**src/rtl/btn_pkg.sv**
```systemverilog
// Shared constants for the button debouncer: FSM state encoding and default timing.
package btn_pkg;

  typedef enum logic [1:0] {
    S_LOW     = 2'd0,
    S_WAIT_HI = 2'd1,
    S_HIGH    = 2'd2,
    S_WAIT_LO = 2'd3
  } btn_state_t;

  // 10 ms at 100 MHz.
  localparam int unsigned DEBOUNCE_CYCLES_DEFAULT = 1000000;

  // Counter width for a given qualification length; never narrower than one bit.
  function automatic int unsigned cnt_width(input int unsigned cycles);
    return (cycles > 1) ? $clog2(cycles) : 1;
  endfunction

endpackage

```
**src/rtl/sync_2ff.sv**
```systemverilog
// Two-flop synchronizer for a single asynchronous level, synchronous active-high reset.
module sync_2ff (
  input  logic clk,
  input  logic reset,
  input  logic d,
  output logic q
);

  logic meta;

  always_ff @(posedge clk) begin
    if (reset) begin
      meta <= 1'b0;
      q    <= 1'b0;
    end else begin
      meta <= d;
      q    <= meta;
    end
  end

endmodule

```
**src/rtl/btn_debounce.sv**
```systemverilog
// Mechanical button debouncer: synchronizes the raw level, requires DEBOUNCE_CYCLES+1
// consecutive matching samples before accepting a change, and emits edge pulses.
module btn_debounce
  import btn_pkg::*;
#(
  parameter int unsigned DEBOUNCE_CYCLES = DEBOUNCE_CYCLES_DEFAULT,
  parameter int unsigned CNT_W           = cnt_width(DEBOUNCE_CYCLES)
) (
  input  logic clk,
  input  logic reset,
  input  logic btn_raw,
  output logic btn_clean,
  output logic btn_rise,
  output logic btn_fall,
  output logic busy
);

  localparam logic [CNT_W-1:0] CNT_LAST = CNT_W'(DEBOUNCE_CYCLES - 1);

  logic             sync2;
  btn_state_t       state;
  logic [CNT_W-1:0] cnt;

  sync_2ff u_sync (
    .clk   (clk),
    .reset (reset),
    .d     (btn_raw),
    .q     (sync2)
  );

  always_ff @(posedge clk) begin
    if (reset) begin
      state     <= S_LOW;
      cnt       <= '0;
      btn_clean <= 1'b0;
      btn_rise  <= 1'b0;
      btn_fall  <= 1'b0;
      busy      <= 1'b0;
    end else begin
      btn_rise <= 1'b0;
      btn_fall <= 1'b0;
      unique case (state)
        S_LOW: begin
          if (sync2) begin
            state <= S_WAIT_HI;
            cnt   <= '0;
            busy  <= 1'b1;
          end
        end
        S_WAIT_HI: begin
          if (!sync2) begin
            // Glitch: drop back with no credit kept.
            state <= S_LOW;
            cnt   <= '0;
            busy  <= 1'b0;
          end else if (cnt == CNT_LAST) begin
            state     <= S_HIGH;
            cnt       <= '0;
            busy      <= 1'b0;
            btn_clean <= 1'b1;
            btn_rise  <= 1'b1;
          end else begin
            cnt <= cnt + CNT_W'(1);
          end
        end
        S_HIGH: begin
          if (!sync2) begin
            state <= S_WAIT_LO;
            cnt   <= '0;
            busy  <= 1'b1;
          end
        end
        S_WAIT_LO: begin
          if (sync2) begin
            state <= S_HIGH;
            cnt   <= '0;
            busy  <= 1'b0;
          end else if (cnt == CNT_LAST) begin
            state     <= S_LOW;
            cnt       <= '0;
            busy      <= 1'b0;
            btn_clean <= 1'b0;
            btn_fall  <= 1'b1;
          end else begin
            cnt <= cnt + CNT_W'(1);
          end
        end
        default: begin
          state <= S_LOW;
          cnt   <= '0;
          busy  <= 1'b0;
        end
      endcase
    end
  end

endmodule

```
**config.mk**
```make
export PLATFORM = sky130hd
export DESIGN_NAME = btn_debounce
export DESIGN_NICKNAME = d
export VERILOG_FILES = /design/src/rtl/btn_pkg.sv /design/src/rtl/sync_2ff.sv /design/src/rtl/btn_debounce.sv
export SDC_FILE = /design/constraint.sdc
export NUM_CORES = 1
export LEC_CHECK = 0
export ABC_AREA = 1
export CORE_UTILIZATION = 44
export CTS_CLUSTER_SIZE = 24
export DETAILED_ROUTE_END_ITERATION = 8
export PLACE_DENSITY = 0.72
export SYNTH_ARGS = -nofsm -noshare
export SYNTH_HDL_FRONTEND = slang
export SYNTH_HIERARCHICAL = 1
export SYNTH_SLANG_ARGS = --single-unit
```
**constraint.sdc**
```tcl
create_clock -name clk -period 1.9 [get_ports clk]
set_clock_uncertainty 0.15 [all_clocks]
set_input_delay 0.38 -clock clk [delete_from_list [all_inputs] [get_ports clk]]
set_output_delay 0.38 -clock clk [all_outputs]
set_load 0.01 [all_outputs]
```
==> run metrics, run 1 <==
drt wl/cell 11.76 µm; WP depth 8; yosys warns 6; main combinational cell family by area after synthesis simple AND/OR/NAND/NOR gates; reg-to-reg setup timing slack 130 ps; ys async rst share 0; Final period util 0.9328; Critical R2R Launch cnt[0]; Commonest cells post-synth nand2_1 (68), nor2_1 (30), dfxtp_1 (28); final hold violation count 0; Avg Cell Area, Syn 6.711 µm²; met1 WL 1676 µm; Post-DRT Antenna Nets 0; cell count after synthesis 228; Crit. End Element flop; area fraction in compound gates after synthesis 0.1276; flop and latch count out of synthesis 28; Total GRT Usage 0.2057; Synth top area share 0.3663; Max Used Layer met4; biggest cell delay along the critical path 380 ps; Worst-Margin Slew 412.6 ps; input/output buffers 6; wire length on met2 1552 µm; nets 250; Buf/Inv on CP 1; CP endpoint cnt[18]; crit-path max FO 9; max_cap viols 0; layout cells sized above 1 0.1469; Slew HR 0.7246; met3 WL post-DR 152 µm; R2R cell count 8; Ports 7; outcome finished, final reports clean; Layout Utilization 0.5313; Crit Reg-Reg Endpoint cnt[18]; vias in the first global route 1331; Initial Utilization 0.4586; post-synthesis sequential area ratio 0.3663; final setup violating endpoints 0; die area 3717 µm²; CTS tree built; Top FF cell, synth dfxtp_1; simple-gate portion of the synthesized area 0.4031; CP Class flop to flop; Tmin final 1772 ps; crit path from cnt[0]; Residual DRC 0; htree depth 1; Worst path top cell family by delay simple AND/OR/NAND/NOR gates; Startpoint Class flop; xor and xnor fraction of the mapped netlist area 0.02289; Pleak 0.6459 nW; crit path cell chain ha_2 -> nand2_2 -> nor3_4 -> nand3_4 -> nand2_4 -> inv_4 -> o21ai_0 -> a21oi_1; Post-Synthesis Cell Area 1530 µm²; Clk pin slew, worst setup/hold paths 160 ps; DRT Wirelength 3421 µm; most frequent cell after synthesis nand2_1; Final Instance Area 1773 µm²; critical path required time 1980 ps; hold path startpoint u_sync/meta; Pwr Density 580.6 nW/µm²; GPL Wtd Cong 1.001; CTS root buf clkbuf_4; DR pass1 iterations 4; Worst Path Arrival 1850 ps; first-pass GRT wire length 5685 µm; hold depth 2; initial antenna violation count 0; DIE WIDTH 60.97 µm; Final Max Slew Viols 0; post-synthesis mux area share 0; dpl hpwl 2526 µm; sum of negative setup slack 0 ps; Ant. Diodes 0; EDFF count, synth 0; DR vias 1476; HP Class flop to flop; pin count of the biggest net entering global routing 17; # clock sinks 28; f_max 0.5642 GHz; Via density 5.072; VDD IR max 0.3561 mV; largest area contributor in the netlist dfxtp_1; Netlist cell types 29; CTS Buf Count 3; total congestion overflow 0; Area contributors post-synth dfxtp_1 (37%), nand2_1 (17%), nor2_1 (7.4%); placed inst area 1687 µm²; die height 60.97 µm; Slowest cell on crit path dfxtp_2; P&R area growth vs syn 15.86%; Clock Latency Late Sink 340 ps; post-synthesis net count 232; Post-Synth Adder-Cell Area 0.008177; clock tree buffer depth 2; row count 21; core area 3337 µm²; 1st-iter DRT viols 81
## timing repair
| action | 4_1_cts | 5_1_grt |
|---|---|---|
| gates resized for setup | 0 | 4 |
| hold buffers | 0 | 0 |
| endpoints found under the setup margin | 0 | 19 |
| hold endpoints to repair | 0 | 0 |
| setup buffers | 0 | 2 |
## tightest hold or removal path, cell delays in order, from the launching register on
cell,delay [ps]
dfxtp_1,330
inv_1,40
nor2_1,30
## worst min path at each step
stage                    end  slack [ps]
floorplan           u_sync/q         240
global placement    u_sync/q         250
detailed placement  u_sync/q         250
CTS                 u_sync/q         270
global route        u_sync/q         300
finish              u_sync/q         270
## area by class of cell
type                            instances  area, µm²
Fill cell                             340       1564
Multi-Input combinational cell        173      875.8
Sequential cell                        28      563.0
Inverter                               25      96.34
Clock buffer                            3      22.52
Timing Repair Buffer                   15      127.6
Tap cell                               46      57.56
Clock inverter                          1      30.03
## registers in the layout, summed over array words and instances (netlist names), named ones only
signal	cells
cnt	20
btn_clean	1
btn_fall	1
btn_rise	1
busy	1
state	1
u_sync/meta	1
u_sync/q	1
## logic make-up after synthesis
| group | Yosys count |
|---|---|
| XOR/XNOR | 4 |
| flip-flops | 28 |
| AO/OA/AOI/OAI | 33 |
| adder cells (fa/ha/maj) | 1 |
| buffers and inverters | 28 |
| AND/OR/NAND/NOR | 134 |
## cell usage in the layout (no fill, tap or decap), types with 4 or more instances in the layout
cell type,count
a21oi_1,17
buf_4,9
clkdlybuf4s50_1,6
dfxtp_1,26
inv_1,24
nand2_1,68
nand3_1,12
nand4_1,6
nor2_1,30
nor2_2,4
o21ai_0,7
## power breakdown
| part | switching (mW) | internal (mW) |
|---|---|---|
| clock network | 0.177 | 0.214 |
| registers | 0.00168 | 0.591 |
| logic | 0.0293 | 0.0164 |
| total | 0.208 | 0.821 |
## through the flow
step	setup WS (ps)	power, mW	hold WS, ps	cells
6_report	127.7	1.029	269.7	291
5_1_grt	-0.8880	1.073	295.4	291
4_1_cts	22.27	1.040	273.8	288
3_5_place_dp	45.45	0.6517	252.5	284
3_3_place_gp	113.7	0.6513	250.7	284
2_1_floorplan	239.2	0.6309	238.3	228
## routing by layer
layer / track usage / vias up
li1: - / 767
met1: 0.2746 / 676
met2: 0.3438 / 29
met3: 0.01919 / 4
met4: 0.07792 / 0
met5: 0 / -
Note: power is estimated with default switching activity, not from simulation.
==> run 2: changes to the inputs <==
--- a/config.mk
+++ b/config.mk
@@ -10,6 +10,7 @@
 export CTS_CLUSTER_SIZE = 24
 export DETAILED_ROUTE_END_ITERATION = 8
 export PLACE_DENSITY = 0.72
+export SLEW_MARGIN = 25
 export SYNTH_ARGS = -nofsm -noshare
 export SYNTH_HDL_FRONTEND = slang
 export SYNTH_HIERARCHICAL = 1
==> results of run 2 <==
Final layout, timing and power as in run 1 (identical DEF).
